[src/rtl/regfile_dump_if.sv]
// Debug dump bundle: start/abort control, regfile read port and the (addr, data) beat stream.
interface regfile_dump_if #(
    parameter int unsigned AW = 5,
    parameter int unsigned DW = 32
);
    logic          start_i;
    logic          abort_i;
    logic          busy_o;
    logic          done_o;
    logic [AW-1:0] radr_o;
    logic [DW-1:0] rdata_i;
    logic          dump_valid_o;
    logic          dump_ready_i;
    logic [AW-1:0] dump_addr_o;
    logic [DW-1:0] dump_data_o;
    logic          dump_last_o;

    modport master (
        input  start_i, abort_i, rdata_i, dump_ready_i,
        output busy_o, done_o, radr_o, dump_valid_o, dump_addr_o, dump_data_o, dump_last_o
    );

    modport slave (
        output start_i, abort_i, rdata_i, dump_ready_i,
        input  busy_o, done_o, radr_o, dump_valid_o, dump_addr_o, dump_data_o, dump_last_o
    );
endinterface

[src/rtl/regfile_dump.sv]
// Walks register addresses 0..NREGS-1 on a read-only regfile port and streams each
// (address, data) pair out as one valid/ready beat; abort drops the dump, reset overrides all.
module regfile_dump #(
    parameter int unsigned NREGS = 32,
    parameter int unsigned AW    = 5,
    parameter int unsigned DW    = 32
) (
    input  logic            clk_i,
    input  logic            rst_i,
    regfile_dump_if.master  bus
);
    localparam logic [AW-1:0] LAST_IDX = AW'(NREGS - 1);

    typedef enum logic [1:0] {IDLE, RD, SEND, DONE} state_t;

    state_t        state_q, state_d;
    logic [AW-1:0] idx_q, idx_d;
    logic [AW-1:0] addr_q, addr_d;
    logic [DW-1:0] data_q, data_d;
    logic          last_q, last_d;
    logic          busy_q, busy_d;
    logic          done_q, done_d;
    logic          valid_q, valid_d;

    // Next state plus next value of every registered output.
    always_comb begin
        state_d = state_q;
        idx_d   = idx_q;
        addr_d  = addr_q;
        data_d  = data_q;
        last_d  = last_q;

        unique case (state_q)
            IDLE: begin
                if (bus.start_i && !bus.abort_i) begin
                    idx_d   = '0;
                    state_d = RD;
                end
            end
            RD: begin
                if (bus.abort_i) begin
                    state_d = IDLE;
                end else begin
                    addr_d  = idx_q;
                    data_d  = bus.rdata_i;
                    last_d  = (idx_q == LAST_IDX);
                    state_d = SEND;
                end
            end
            SEND: begin
                if (bus.abort_i) begin
                    state_d = IDLE;
                end else if (bus.dump_ready_i) begin
                    if (last_q) begin
                        state_d = DONE;
                    end else begin
                        idx_d   = idx_q + AW'(1);
                        state_d = RD;
                    end
                end
            end
            DONE: state_d = IDLE;
        endcase

        // Beat payload reads zero whenever no beat is presented.
        if (state_d != SEND) begin
            addr_d = '0;
            data_d = '0;
            last_d = 1'b0;
        end

        busy_d  = (state_d != IDLE);
        done_d  = (state_d == DONE);
        valid_d = (state_d == SEND);
    end

    always_ff @(posedge clk_i) begin
        if (rst_i) begin
            state_q <= IDLE;
            idx_q   <= '0;
            addr_q  <= '0;
            data_q  <= '0;
            last_q  <= 1'b0;
            busy_q  <= 1'b0;
            done_q  <= 1'b0;
            valid_q <= 1'b0;
        end else begin
            state_q <= state_d;
            idx_q   <= idx_d;
            addr_q  <= addr_d;
            data_q  <= data_d;
            last_q  <= last_d;
            busy_q  <= busy_d;
            done_q  <= done_d;
            valid_q <= valid_d;
        end
    end

    assign bus.busy_o       = busy_q;
    assign bus.done_o       = done_q;
    assign bus.radr_o       = idx_q;
    assign bus.dump_valid_o = valid_q;
    assign bus.dump_addr_o  = addr_q;
    assign bus.dump_data_o  = data_q;
    assign bus.dump_last_o  = last_q;
endmodule

[src/flat_wrapper.sv]
// flat-port wrapper written by rule: the top's interface ports become plain ports
module regfile_dump_flat 
#(
    parameter int unsigned NREGS = 32,
    parameter int unsigned AW    = 5,
    parameter int unsigned DW    = 32
)
  (clk_i, rst_i, bus_start_i, bus_abort_i, bus_rdata_i, bus_dump_ready_i, bus_busy_o, bus_done_o, bus_radr_o, bus_dump_valid_o, bus_dump_addr_o, bus_dump_data_o, bus_dump_last_o);
  regfile_dump_if #(.AW(AW), .DW(DW)) bus_i ();
  input  logic clk_i;
  input  logic rst_i;
  input wire logic [$bits(bus_i.start_i)-1:0] bus_start_i;
  input wire logic [$bits(bus_i.abort_i)-1:0] bus_abort_i;
  input wire logic [$bits(bus_i.rdata_i)-1:0] bus_rdata_i;
  input wire logic [$bits(bus_i.dump_ready_i)-1:0] bus_dump_ready_i;
  output wire logic [$bits(bus_i.busy_o)-1:0] bus_busy_o;
  output wire logic [$bits(bus_i.done_o)-1:0] bus_done_o;
  output wire logic [$bits(bus_i.radr_o)-1:0] bus_radr_o;
  output wire logic [$bits(bus_i.dump_valid_o)-1:0] bus_dump_valid_o;
  output wire logic [$bits(bus_i.dump_addr_o)-1:0] bus_dump_addr_o;
  output wire logic [$bits(bus_i.dump_data_o)-1:0] bus_dump_data_o;
  output wire logic [$bits(bus_i.dump_last_o)-1:0] bus_dump_last_o;
  assign bus_i.start_i = bus_start_i;
  assign bus_i.abort_i = bus_abort_i;
  assign bus_i.rdata_i = bus_rdata_i;
  assign bus_i.dump_ready_i = bus_dump_ready_i;
  assign bus_busy_o = bus_i.busy_o;
  assign bus_done_o = bus_i.done_o;
  assign bus_radr_o = bus_i.radr_o;
  assign bus_dump_valid_o = bus_i.dump_valid_o;
  assign bus_dump_addr_o = bus_i.dump_addr_o;
  assign bus_dump_data_o = bus_i.dump_data_o;
  assign bus_dump_last_o = bus_i.dump_last_o;
  regfile_dump #(.NREGS(NREGS), .AW(AW), .DW(DW)) u_core (.clk_i(clk_i), .rst_i(rst_i), .bus(bus_i));
endmodule
[config.mk]
export PLATFORM = sky130hd
export DESIGN_NAME = regfile_dump_flat
export DESIGN_NICKNAME = d
export VERILOG_FILES = /design/src/rtl/regfile_dump_if.sv /design/src/rtl/regfile_dump.sv /design/src/flat_wrapper.sv
export SDC_FILE = /design/constraint.sdc
export NUM_CORES = 1
export LEC_CHECK = 0
export BUFFER_PORTS_ARGS = -buffer_cell sky130_fd_sc_hd__buf_2
export CAP_MARGIN = 20
export CORE_UTILIZATION = 49
export DETAILED_ROUTE_END_ITERATION = 10
export GPL_ROUTABILITY_DRIVEN = 0
export PLACE_DENSITY = 0.81
export SKIP_CTS_REPAIR_TIMING = 1
export SKIP_LAST_GASP = 1
export SYNTH_ARGS = -nofsm -noshare
export SYNTH_HDL_FRONTEND = slang
export SYNTH_SLANG_ARGS = --single-unit
[constraint.sdc]
create_clock -name clk_i -period 2.1 [get_ports clk_i]
set_clock_uncertainty 0.2 [all_clocks]
set_input_delay 0.315 -clock clk_i [delete_from_list [all_inputs] [get_ports clk_i]]
set_output_delay 0.315 -clock clk_i [all_outputs]
set_load 0.02 [all_outputs]
==> results.json <==
{
  "dr.first_iter.drc_count": 150,
  "cts.htree.levels": 2,
  "cp_max_fo": 38,
  "nets": 300,
  "synthesis.area_um2": 2230,
  "headroom_to_the_max_slew_limit_pct": 70.2,
  "maxSlewViolCount": 0,
  "tns_ps": 0,
  "synth_nets": 223,
  "topRoutingLayerUsed": "met4",
  "p_per_area_nw_per_um2": 621,
  "count_of_cell_types_in_the_netlist": 30,
  "yosysSeqAreaShare_pct": 43.1,
  "post-route-min-period_ps": 1640,
  "report.final.setup_viol": 0,
  "library_cell_with_the_highest_instance_count_after_synthesis": "sky130_fd_sc_hd__dfxtp_1",
  "clk_path_buf_depth": 2,
  "dieWidth_um": 69.5,
  "gr-total-overflow": 0,
  "required_ps": 2080,
  "met2_wirelength_um": 2010,
  "hpwl_um": 3050,
  "post_synth_top_area_share_pct": 43.1,
  "via_count": 1648,
  "most_used_flip_flop_cell_after_synthesis": "sky130_fd_sc_hd__dfxtp_1",
  "unrepaired_setup_endpoints_after_global_routing": "no",
  "ant_nets": 0,
  "drt_first_pass_iters": 4,
  "clkSinkCount": 48,
  "wl_met1_um": 2080,
  "grt_util_all_layers_pct": 19.0,
  "number_of_antenna_violations_at_the_first_check_in_global_routing": 0,
  "timing_worst_slew_pin_value_ps": 447,
  "worstSkewPairLatency_ps": 300,
  "n_antenna_cell": 0,
  "startpoint_type": "register",
  "starting_density_pct": 51.2,
  "hold_class": "in -> reg",
  "finalHoldViolCount": 0,
  "setup.reg_to_reg.worst_slack_ps": 460,
  "min_delay_worst_endpoint": "u_core.bus.radr_o[0]$_SDFFE_PP0P_",
  "grt_start_max_net_pins": 43,
  "timing.final.crit_share_pct": 77.9,
  "final_util_pct": 64.1,
  "synth_edf_count": 0,
  "yosys-top-cells-count": "sky130_fd_sc_hd__dfxtp_1 (48), sky130_fd_sc_hd__mux2i_1 (43), sky130_fd_sc_hd__nor4_2 (36), sky130_fd_sc_hd__buf_2 (10)",
  "vias_per_cell": 5.25,
  "totalWireLength_um": 4360,
  "core_region_area_um2": 4350,
  "post_synth.cell_area_avg_um2": 12.1,
  "avgRoutedWirePerCell_um": 13.9,
  "final.fill_count": 350,
  "first_global_vias": 1630,
  "synth_area_leaders": "sky130_fd_sc_hd__dfxtp_1 (43%), sky130_fd_sc_hd__nor4_2 (20%), sky130_fd_sc_hd__mux2i_1 (19%)",
  "number_of_instances_in_the_synthesized_netlist": 184,
  "timing.rr.end": "u_core.bus.dump_data_o[29]$_SDFFE_PP0P_",
  "run_status": "complete, no violations",
  "timing.critical_path.to_type": "register",
  "synth.largest_area_cell": "sky130_fd_sc_hd__dfxtp_1",
  "grt_first_pass_wirelength_um": 7490,
  "drive_above_1_share_pct": 52.7,
  "drv.max_cap_violation_count": 0,
  "ys_ff_latch": 48,
  "worst_r2r_startpoint": "u_core.state_q[1]$_SDFF_PP0_",
  "multi_input_area_um2": 1150,
  "placement.io_buffers": 82,
  "synthArstFlopShare_pct": 0,
  "numCtsBuffers": 5,
  "dieArea_um2": 4820,
  "clkTransAtPathRegs_ps": 80,
  "maxClockFrequency_mhz": 611,
  "hp-start": "rst_i",
  "leakagePower_nw": 1.04,
  "rows": 24,
  "dr_wl_met3_um": 207,
  "areaGrowthSynthToFinish_pct": 25.2,
  "cts_root_buffer": "sky130_fd_sc_hd__clkbuf_8",
  "drc_errors": 0,
  "worst_hold_path.num_cells": 4,
  "synth_warnings": 0,
  "layout.area.seq_um2": 961,
  "chipHeight_um": 69.5,
  "irDropWorstVdd_mv": 0.292,
  "r2r_cells": 4,
  "worstSetupPathType": "reg -> reg",
  "arrival_ps": 1620,
  "tritoncts": "done",
  "ios": 83
}
-- flip-flops by register name (all words and copies together) (netlist names) --
| name | flops |
|---|---|
| u_core.bus.dump_data_o | 32 |
| u_core.bus.dump_addr_o | 5 |
| u_core.bus.radr_o | 5 |
| u_core.state_q | 2 |
| u_core.bus.busy_o | 1 |
| u_core.bus.done_o | 1 |
| u_core.bus.dump_last_o | 1 |
| u_core.bus.dump_valid_o | 1 |
-- per-layer routing --
| metal | track usage (%) | up-vias |
|---|---|---|
| met5 | 0 | - |
| met4 | 7.48 | 0 |
| met3 | 3.49 | 7 |
| met2 | 29.8 | 45 |
| met1 | 26.0 | 756 |
| li1 | - | 840 |
-- kinds of logic (layout without fill, tap and decap cells) --
| family | Yosys count | in the layout | share of synthesized area, % |
|---|---|---|---|
| AND/OR/NAND/NOR | 65 | 65 | 28.3 |
| AO/OA/AOI/OAI | 6 | 6 | 2.08 |
| multiplexers | 43 | 43 | 19.3 |
| flip-flops | 48 | 48 | 43.1 |
| buffers and inverters | 20 | 98 | 6.12 |
| adder cells (fa/ha/maj) | 2 | 2 | 1.12 |
-- placed cells by master (no fill, tap or decap) --
master	n
sky130_fd_sc_hd__buf_2	82
sky130_fd_sc_hd__dfxtp_1	48
sky130_fd_sc_hd__mux2i_1	43
sky130_fd_sc_hd__nor4_2	36
sky130_fd_sc_hd__nand2_1	5
sky130_fd_sc_hd__nand3_1	5
sky130_fd_sc_hd__clkbuf_8	5
sky130_fd_sc_hd__nand3b_1	3
sky130_fd_sc_hd__buf_4	3
sky130_fd_sc_hd__buf_12	3
sky130_fd_sc_hd__a21oi_4	2
sky130_fd_sc_hd__inv_1	2
sky130_fd_sc_hd__nor2_1	2
sky130_fd_sc_hd__a211oi_1	2
sky130_fd_sc_hd__nor4_1	2
sky130_fd_sc_hd__ha_1	2
sky130_fd_sc_hd__and3_1	1
sky130_fd_sc_hd__nand2b_2	1
sky130_fd_sc_hd__or2_1	1
sky130_fd_sc_hd__or2_2	1
sky130_fd_sc_hd__and2b_1	1
sky130_fd_sc_hd__nand2b_1	1
sky130_fd_sc_hd__nor2b_1	1
sky130_fd_sc_hd__nor3b_4	1
sky130_fd_sc_hd__and2_1	1
sky130_fd_sc_hd__a21oi_1	1
sky130_fd_sc_hd__nor3_1	1
sky130_fd_sc_hd__nor3b_2	1
sky130_fd_sc_hd__or4b_1	1
sky130_fd_sc_hd__o2bb2ai_1	1
sky130_fd_sc_hd__bufinv_16	1
sky130_fd_sc_hd__clkinvlp_4	1
sky130_fd_sc_hd__clkinv_2	1
-- power by group --
group	internal [mW]	total [mW]	switching [mW]
combinational	0.0658	0.168	0.102
clock	0.352	0.649	0.297
sequential	0.913	0.915	0.00283
-- final cells by class --
cell class / count / share of cell area (%)
clock buffer: 5 / 2.47
tap: 52 / 2.33
inverter: 2 / 0.269
multi-input combinational: 116 / 41.3
clock inverter: 3 / 1.52
sequential: 48 / 34.4
timing repair buffer: 88 / 17.7
-- worst max path at each step --
stage                                       from                                      end  slack [ps]  cells past startpoint
2_1_floorplan  u_core.bus.radr_o[0]$_SDFFE_PP0P_        u_core.bus.radr_o[4]$_SDFFE_PP0P_         600                      5
3_3_place_gp                         bus_abort_i             u_core.bus.done_o$_SDFF_PP0_         490                      5
3_5_place_dp                         bus_abort_i  u_core.bus.dump_data_o[29]$_SDFFE_PP0P_         440                      5
4_1_cts             u_core.state_q[1]$_SDFF_PP0_  u_core.bus.dump_data_o[29]$_SDFFE_PP0P_         460                      4
5_1_grt             u_core.state_q[0]$_SDFF_PP0_  u_core.bus.dump_data_o[28]$_SDFFE_PP0P_         360                      4
6_report            u_core.state_q[1]$_SDFF_PP0_  u_core.bus.dump_data_o[29]$_SDFFE_PP0P_         460                      4
-- through the flow --
stage | setup slack (ps) | hold slack (ps) | total power [mW] | cells | area, um2
5_1_grt | 357 | 127 | 1.81 | 314 | 2790
4_1_cts | 464 | 109 | 1.75 | 314 | 2790
3_5_place_dp | 440 | 305 | 1.11 | 306 | 2680
2_1_floorplan | 596 | 290 | 1.05 | 184 | 2230
6_report | 463 | 115 | 1.73 | 314 | 2790
3_3_place_gp | 491 | 305 | 1.10 | 306 | 2680
-- critical path, cell delays in order, from the launching register on --
cell and delay [ps]:
sky130_fd_sc_hd__dfxtp_1 400, sky130_fd_sc_hd__nor3b_4 260, sky130_fd_sc_hd__buf_12 280, sky130_fd_sc_hd__mux2i_1 290, sky130_fd_sc_hd__nor4_2 60
Power figures use the tool's default switching activity.
